===== src/rtl/mc_ctrl_fsm_pkg.sv =====
// Shared encodings for the multicycle MIPS control FSM: state codes,
// decoded opcode/funct values and ALU operation codes.
package mc_ctrl_pkg;

    typedef enum logic [4:0] {
        S_IF  = 5'd0,
        S_ID  = 5'd1,
        S_MA  = 5'd2,
        S_MRD = 5'd3,
        S_LWB = 5'd4,
        S_MWR = 5'd5,
        S_EXR = 5'd6,
        S_RWB = 5'd7,
        S_BR  = 5'd8,
        S_EXI = 5'd9,
        S_IWB = 5'd10,
        S_LUI = 5'd11,
        S_J   = 5'd12,
        S_JAL = 5'd13,
        S_JR  = 5'd14
    } state_t;

    localparam logic [5:0] OP_R    = 6'b000000;
    localparam logic [5:0] OP_LW   = 6'b100011;
    localparam logic [5:0] OP_SW   = 6'b101011;
    localparam logic [5:0] OP_BEQ  = 6'b000100;
    localparam logic [5:0] OP_BNE  = 6'b000101;
    localparam logic [5:0] OP_ADDI = 6'b001000;
    localparam logic [5:0] OP_SLTI = 6'b001010;
    localparam logic [5:0] OP_LUI  = 6'b001111;
    localparam logic [5:0] OP_J    = 6'b000010;
    localparam logic [5:0] OP_JAL  = 6'b000011;

    localparam logic [5:0] FN_ADD = 6'b100000;
    localparam logic [5:0] FN_SUB = 6'b100010;
    localparam logic [5:0] FN_AND = 6'b100100;
    localparam logic [5:0] FN_OR  = 6'b100101;
    localparam logic [5:0] FN_XOR = 6'b100110;
    localparam logic [5:0] FN_NOR = 6'b100111;
    localparam logic [5:0] FN_SLT = 6'b101010;
    localparam logic [5:0] FN_SRL = 6'b000010;
    localparam logic [5:0] FN_JR  = 6'b001000;

    localparam logic [2:0] ALU_AND = 3'b000;
    localparam logic [2:0] ALU_OR  = 3'b001;
    localparam logic [2:0] ALU_ADD = 3'b010;
    localparam logic [2:0] ALU_XOR = 3'b011;
    localparam logic [2:0] ALU_NOR = 3'b100;
    localparam logic [2:0] ALU_SRL = 3'b101;
    localparam logic [2:0] ALU_SUB = 3'b110;
    localparam logic [2:0] ALU_SLT = 3'b111;

endpackage


===== src/rtl/mc_ctrl_fsm_alu_dec.sv =====
// R-type funct decoder: maps funct to the ALU operation and flags whether
// the funct is one of the supported ALU R-type instructions (jr excluded).
module alu_dec
    import mc_ctrl_pkg::*;
(
    input  logic [5:0] i_funct,
    output logic [2:0] o_alu_op,
    output logic       o_rtype_alu
);

    // funct -> ALU operation lookup
    always_comb begin
        o_alu_op    = ALU_ADD;
        o_rtype_alu = 1'b1;
        case (i_funct)
            FN_ADD:  o_alu_op = ALU_ADD;
            FN_SUB:  o_alu_op = ALU_SUB;
            FN_AND:  o_alu_op = ALU_AND;
            FN_OR:   o_alu_op = ALU_OR;
            FN_XOR:  o_alu_op = ALU_XOR;
            FN_NOR:  o_alu_op = ALU_NOR;
            FN_SLT:  o_alu_op = ALU_SLT;
            FN_SRL:  o_alu_op = ALU_SRL;
            default: o_rtype_alu = 1'b0;
        endcase
    end

endmodule


===== src/rtl/mc_ctrl_fsm.sv =====
// Moore control FSM for the multicycle MIPS datapath. Sequences one
// instruction at a time; all datapath controls derive from the state,
// with Inst only steering ALU_operation and Branch.
module mc_ctrl_fsm
    import mc_ctrl_pkg::*;
(
    input  logic        clk,
    input  logic        reset,
    input  logic [31:0] Inst,
    input  logic        zero,
    input  logic        MIO_ready,
    output logic        IorD,
    output logic        IRWrite,
    output logic [1:0]  RegDst,
    output logic        RegWrite,
    output logic [1:0]  MemtoReg,
    output logic        ALUSrcA,
    output logic [1:0]  ALUSrcB,
    output logic [1:0]  PCSource,
    output logic        PCWrite,
    output logic        PCWriteCond,
    output logic        Branch,
    output logic [2:0]  ALU_operation,
    output logic        MemRead,
    output logic        MemWrite,
    output logic        illegal,
    output logic [4:0]  state_out
);

    state_t     r_state;
    state_t     w_next;
    logic [5:0] w_opcode;
    logic [5:0] w_funct;
    logic [2:0] w_funct_op;
    logic       w_rtype_alu;
    logic       w_unused;

    assign w_opcode  = Inst[31:26];
    assign w_funct   = Inst[5:0];
    assign state_out = r_state;

    // zero and the register/immediate fields are consumed by the datapath only
    assign w_unused = &{1'b0, zero, Inst[25:6]};

    alu_dec u_alu_dec (
        .i_funct     (w_funct),
        .o_alu_op    (w_funct_op),
        .o_rtype_alu (w_rtype_alu)
    );

    // State register; reset forces IF even during a memory wait
    always_ff @(posedge clk) begin
        if (reset) begin
            r_state <= S_IF;
        end else begin
            r_state <= w_next;
        end
    end

    // Next-state decode and per-state control outputs
    always_comb begin
        w_next        = S_IF;
        IorD          = 1'b0;
        IRWrite       = 1'b0;
        RegDst        = 2'd0;
        RegWrite      = 1'b0;
        MemtoReg      = 2'd0;
        ALUSrcA       = 1'b0;
        ALUSrcB       = 2'd0;
        PCSource      = 2'd0;
        PCWrite       = 1'b0;
        PCWriteCond   = 1'b0;
        Branch        = 1'b0;
        ALU_operation = 3'b000;
        MemRead       = 1'b0;
        MemWrite      = 1'b0;
        illegal       = 1'b0;
        case (r_state)
            S_IF: begin
                MemRead       = 1'b1;
                IRWrite       = 1'b1;
                ALUSrcB       = 2'd1;
                ALU_operation = ALU_ADD;
                PCWrite       = 1'b1;
                w_next        = MIO_ready ? S_ID : S_IF;
            end
            S_ID: begin
                ALUSrcB       = 2'd3;
                ALU_operation = ALU_ADD;
                case (w_opcode)
                    OP_R: begin
                        if (w_rtype_alu) begin
                            w_next = S_EXR;
                        end else if (w_funct == FN_JR) begin
                            w_next = S_JR;
                        end else begin
                            illegal = 1'b1;
                        end
                    end
                    OP_LW, OP_SW:     w_next = S_MA;
                    OP_BEQ, OP_BNE:   w_next = S_BR;
                    OP_ADDI, OP_SLTI: w_next = S_EXI;
                    OP_LUI:           w_next = S_LUI;
                    OP_J:             w_next = S_J;
                    OP_JAL:           w_next = S_JAL;
                    default:          illegal = 1'b1;
                endcase
            end
            S_MA: begin
                ALUSrcA       = 1'b1;
                ALUSrcB       = 2'd2;
                ALU_operation = ALU_ADD;
                w_next        = (w_opcode == OP_LW) ? S_MRD : S_MWR;
            end
            S_MRD: begin
                IorD    = 1'b1;
                MemRead = 1'b1;
                w_next  = MIO_ready ? S_LWB : S_MRD;
            end
            S_LWB: begin
                MemtoReg = 2'd1;
                RegWrite = 1'b1;
            end
            S_MWR: begin
                IorD     = 1'b1;
                MemWrite = 1'b1;
                w_next   = MIO_ready ? S_IF : S_MWR;
            end
            S_EXR: begin
                ALUSrcA       = 1'b1;
                ALU_operation = w_funct_op;
                w_next        = S_RWB;
            end
            S_RWB: begin
                RegDst   = 2'd1;
                RegWrite = 1'b1;
            end
            S_BR: begin
                ALUSrcA       = 1'b1;
                ALU_operation = ALU_SUB;
                PCWriteCond   = 1'b1;
                PCSource      = 2'd1;
                Branch        = (w_opcode == OP_BEQ);
            end
            S_EXI: begin
                ALUSrcA       = 1'b1;
                ALUSrcB       = 2'd2;
                ALU_operation = (w_opcode == OP_SLTI) ? ALU_SLT : ALU_ADD;
                w_next        = S_IWB;
            end
            S_IWB: begin
                RegWrite = 1'b1;
            end
            S_LUI: begin
                MemtoReg = 2'd2;
                RegWrite = 1'b1;
            end
            S_J: begin
                PCSource = 2'd2;
                PCWrite  = 1'b1;
            end
            S_JAL: begin
                RegDst   = 2'd2;
                MemtoReg = 2'd3;
                RegWrite = 1'b1;
                PCSource = 2'd2;
                PCWrite  = 1'b1;
            end
            S_JR: begin
                ALUSrcA       = 1'b1;
                ALU_operation = ALU_OR;
                PCWrite       = 1'b1;
            end
            default: w_next = S_IF;
        endcase
    end

endmodule


===== config.mk =====
export PLATFORM = sky130hd
export DESIGN_NAME = mc_ctrl_fsm
export DESIGN_NICKNAME = d
export VERILOG_FILES = /design/src/rtl/mc_ctrl_fsm_pkg.sv /design/src/rtl/mc_ctrl_fsm_alu_dec.sv /design/src/rtl/mc_ctrl_fsm.sv
export SDC_FILE = /design/constraint.sdc
export NUM_CORES = 1
export LEC_CHECK = 0
export ABC_AREA = 0
export BUFFER_PORTS_ARGS = -buffer_cell sky130_fd_sc_hd__buf_2
export CAP_MARGIN = 10
export CORE_ASPECT_RATIO = 0.9
export CORE_MARGIN = 3
export CORE_UTILIZATION = 45
export CTS_CLUSTER_DIAMETER = 120
export DETAILED_ROUTE_END_ITERATION = 16
export GPL_TIMING_DRIVEN = 0
export PLACE_DENSITY = 0.86
export RECOVER_POWER = 100
export SLEW_MARGIN = 20
export SYNTH_ARGS = -nofsm -noshare
export SYNTH_HDL_FRONTEND = slang
export SYNTH_SLANG_ARGS = --single-unit

===== constraint.sdc =====
create_clock -name clk -period 5.4 [get_ports clk]
set_input_delay 1.62 -clock clk [delete_from_list [all_inputs] [get_ports clk]]
set_output_delay 1.62 -clock clk [all_outputs]
set_load 0.02 [all_outputs]

# [Word level (Yosys, flattened, before mapping)]
# Cells that the tools add are included.
[classes] n_addsub=0 mul=0 div_mod_pow=0 order_cmp=0 n_eq_ne=32 shift=0 n_mux=29 bitwise_logic=0 reduce_logical=15
[ops] operator="4-bit one-hot mux with 7 select lines" count=2
[ops] operator="6-bit equality test, second input constant" count=9
[ops] operator="5-bit by 4-bit equality test with 1-bit output, second input constant" count=7
[ops] operator="6-bit by 4-bit equality test with 1-bit output, second input constant" count=4
[ops] operator="3-bit one-hot mux with 7 select lines" count=1
[ops] operator="5-bit by 3-bit equality test with 1-bit output, second input constant" count=4
[ops] operator="6-bit by 2-bit equality test with 1-bit output, second input constant" count=3
[ops] operator="3-bit one-hot mux with 5 select lines" count=1
[ops] operator="1-bit two-way mux" count=14
[ops] operator="2-bit OR reduction" count=7
[ops] operator="6-bit by 3-bit equality test with 1-bit output, second input constant" count=2
[ops] operator="3-bit two-way mux" count=4
[ops] operator="2-bit one-hot mux with 3 select lines" count=2
[ops] operator="5-bit by 2-bit equality test with 1-bit output, second input constant" count=2
[ops] operator="5-bit OR reduction" count=2
[ops] operator="9-bit OR reduction" count=1
[ops] operator="4-bit two-way mux" count=2
[ops] operator="2-bit one-hot mux with 2 select lines" count=2
[ops] operator="8-bit OR reduction" count=1
[ops] operator="6-bit logical NOT" count=1
[ops] operator="5-bit by 1-bit equality test with 1-bit output, second input constant" count=1
[ops] operator="5-bit logical NOT" count=1
[ops] operator="4-bit OR reduction" count=1
[ops] operator="3-bit OR reduction" count=1
[ops] operator="1-bit one-hot mux with 2 select lines" count=1
[word_totals] reg_bits=5 latchBits=0 ramBits=0 rom_bits=0 out_inout_bits=26 n_memories=0

# [Logic depth before layout (Yosys ltp)]
[depth] depth_word=6 mapped_depth=5 depth_no_buf=4

# [Cells and area by module]
# A second synthesis with hierarchy kept.
[hier_totals] cells_unflattened=140 area_unflattened_um2=884.6
[modules_own_cells] module="mc_ctrl_fsm" n_inst=1 cells_per_inst=118 area_each_um2=745.7 seq_area_each_um2=80.1
[modules_own_cells] module="alu_dec" n_inst=1 cells_per_inst=22 area_each_um2=138.9 seq_area_each_um2=0.0

# [Least setup slack after synthesis]
# OpenSTA, ideal clock, no wires.
[synth_timing] path_type="input -> output" start="input port Inst[28]" end="output port illegal" t_arrival_ns=3.348 setup_slack_ns=0.432 path_stages=5 n_path_buf=1 path_cell_list="clkbuf_1 -> o21ai_0 -> o22ai_1 -> nand2_1 -> a2111oi_0"
[synth_between] elab_chain_cells=4
[synth_lines] element="start, declared" line_no="mc_ctrl_fsm.sv:9" rtl="input logic [31:0] Inst,"
[synth_lines] element="6-bit equality test (tied with other cells)" line_no="mc_ctrl_fsm.sv:90" rtl="case (w_opcode)"
[synth_lines] element="9-bit OR reduction (no source line)"
[synth_lines] element="1-bit one-hot mux with 2 select lines *" line_no="mc_ctrl_fsm.sv:90"
[synth_lines] element="1-bit two-way mux *" line_no="mc_ctrl_fsm.sv:78" rtl="case (r_state)"
[synth_lines] element="end, declared" line_no="mc_ctrl_fsm.sv:26" rtl="output logic illegal,"
# Mark *: on every way between the ends. The rest lies on a longest branch, timed or not.

# [Worst setup path after layout]
# Same ends and word-level chain as after synthesis.

==> flow_summary.toml <==
[status]
status = "completed"

[worst_setup_path]
r2r-start = "state_out[0]$_SDFF_PP0_"
crit_fanout = 10
crit_end = "illegal"
timing.rr.end = "state_out[3]$_SDFF_PP0_"
path_cells = "buf_2 > clkbuf_1 > o21ai_0 > o22ai_1 > nand2_1 > a2111oi_0 > clkbuf_1"
critPathCaptureType = "primary output"
startpoint_type = "input pin"
critical_path.top_delay_family = "compound AO/OA/AOI/OAI gates"
critical_path_depth = 7
cp-startpoint = "Inst[28]"
r2r_cells = 5
cp_num_buf_inv = 3
crit_top_cell = "clkbuf_1"
r2r_setup_slack_ps = 3340
cp.required_ps = 3780
cpPeakStageDelay_ps = 410
crit_type = "input pin to primary output"
worst_path_max_delay_cell = "a2111oi_0"
arrival_ps = 3150

[timing]
report.final.slew_viol_count = 0
max_freq_mhz = 209.8
skew_ps = 2.486
period_minus_slack_ps = 4766
tightest_slew_ps = 823.7
setup-tns-final_ps = 0
rsz0062_at_grt = "no"
slew_headroom_pct = 43.67
setup_viol = 0
finalCritPeriodShare_pct = 88.26
finalHoldViolCount = 0

[grt]
grt_pass1_wl_um = 4519
grt_usage_pct = 21.69
grt_overflow = 0
grt_max_degree = 11
antenna_found_initial = 0
grt_pass1_vias = 1067

[yosys]
synth.area.top_cells = "dfxtp_1, nand2_1, nor2_1"
syn_area_um2 = 907.1
ys.flop_type = "dfxtp_1"
yosysSeqAreaShare_pct = 8.828
yosys_warnings = 0
async_flop_share_pct = 0
synth-edff-count = 0
synth_common_cells = "nand2_1, nor2_1, clkbuf_1, nor3_1, o21ai_0"
yosysTopAreaCellShare_pct = 8.828
syn_inst = 141
syn-num-nets = 177
synth_top_cell_by_area = "dfxtp_1"
syn_avg_cell_area_um2 = 6.433
ys_types = 49
ys_seq_elements = 4

[cts]
cts_resized = 0
cts_setup_buffers = 0
h-tree-depth = 1
ctsHoldBuffers = 0
root_buffer = "clkbuf_4"
insertion_delay_ps = 230
cts_buffers = 3
cts.path.max_buffers = 2
cts_sinks = 4
tritoncts = "done"
path_clk_slew_ps = 40

[drt]
post_drt_wl_per_cell_um = 13.60
via_per_inst = 5.854
detail_route.iter0.violations = 72
drt_pass1_iterations = 4
drc_errors = 0
vias = 1200
wl_um = 2787
ant_nets = 0

[layout]
largest_reg_flops = 4
final_nets = 219
final_cells = 205
drive_above_1_share_pct = 12.71
insertedDiodeCount = 0
final_util_pct = 61.41
area_delta_synth_final_pct = 20.97

[placed_design]
gp_congestion = 0.9354
io_buffers = 37
place_inst = 202
dp_hpwl_um = 2134

[floorplan]
initial_utilization_pct = 50.77
die_w_um = 53.33
coreArea_um2 = 1787
dieHeight_um = 48.60
rows = 14
io_pins = 62
die-area_um2 = 2591

[power]
ir_worst_vdd_mv = 0.1063
p_leak_nw = 0.4266
power_density_nw_per_um2 = 112.8

[flow_run]
max_cap_violations = 0

[worst_hold_path]
hp-class = "register to register"
==> layout make-up <==
class / count / area, um^2
well taps: 24 / 30.03
plain buffers: 14 / 68.82
fillers: 183 / 689.4
flip-flops and latches: 4 / 80.08
repair buffers: 37 / 156.4
clock buffers: 3 / 22.52
inverters: 3 / 11.26
multi-input cells: 120 / 728.2
==> report_power, final <==
group          internal (W)  switching [W]
sequential        0.0000304    0.000000329
combinational     0.0000209      0.0000353
clock             0.0000248      0.0000119
==> per-layer routing <==
layer | vias to the layer above | wire (um) | track usage, %
met3 | 2 | 211 | 2.147
met5 | - | 0 | 0
met2 | 66 | 1379 | 37.96
met4 | 0 | 10 | 6.383
met1 | 530 | 1186 | 27.02
li1 | 602 | - | -
==> per-stage QoR <==
| step | power, W | instance area, um^2 | setup slack [ps] | hold slack (ps) |
|---|---|---|---|---|
| after floorplan | 0.00006963 | 907.1 | 432.5 | 723.0 |
| after global placement | 0.00008735 | 1122 | 737.6 | 630.9 |
| after detailed placement | 0.00008909 | 1122 | 723.7 | 712.2 |
| after CTS | 0.0001271 | 1145 | 707.4 | 735.1 |
| after global routing | 0.0001333 | 1097 | 496.9 | 758.1 |
| final | 0.0001238 | 1097 | 633.9 | 734.3 |
==> tightest hold or removal path: stages, from the launching register on <==
cell	delay [ps]
dfxtp_1	380
nor2b_1	130
a21oi_1	170
==> worst min-delay path by stage <==
stage	start	endpoint	slack, ps	cells past startpoint
after global routing	state_out[1]$_SDFF_PP0_	state_out[0]$_SDFF_PP0_	760	2
after floorplan	state_out[1]$_SDFF_PP0_	state_out[0]$_SDFF_PP0_	720	2
final	state_out[1]$_SDFF_PP0_	state_out[0]$_SDFF_PP0_	730	2
after detailed placement	state_out[1]$_SDFF_PP0_	state_out[0]$_SDFF_PP0_	710	2
after CTS	state_out[1]$_SDFF_PP0_	state_out[0]$_SDFF_PP0_	740	2
after global placement	state_out[1]$_SDFF_PP0_	state_out[0]$_SDFF_PP0_	630	2
==> cell usage in the layout (no fill, tap or decap), types with 4 or more instances in the layout <==
master / n
nor3_1: 8
nor2b_1: 6
clkbuf_1: 33
dfxtp_1: 4
o21ai_0: 7
nand2_1: 16
nor2_1: 16
buf_2: 15
clkbuf_4: 4
nand3_1: 4
a21oi_1: 6
==> logic make-up after synthesis <==
| family | Yosys count | share of synthesized area (%) |
|---|---|---|
| multiplexers | 3 | 3.586 |
| AND/OR/NAND/NOR | 69 | 38.62 |
| other | 1 | 0.4134 |
| XOR/XNOR | 5 | 4.828 |
| buffers and inverters | 17 | 8.827 |
| AO/OA/AOI/OAI | 42 | 34.90 |
| flip-flops | 4 | 8.828 |
No activity file was read; power rests on OpenSTA's default activity.
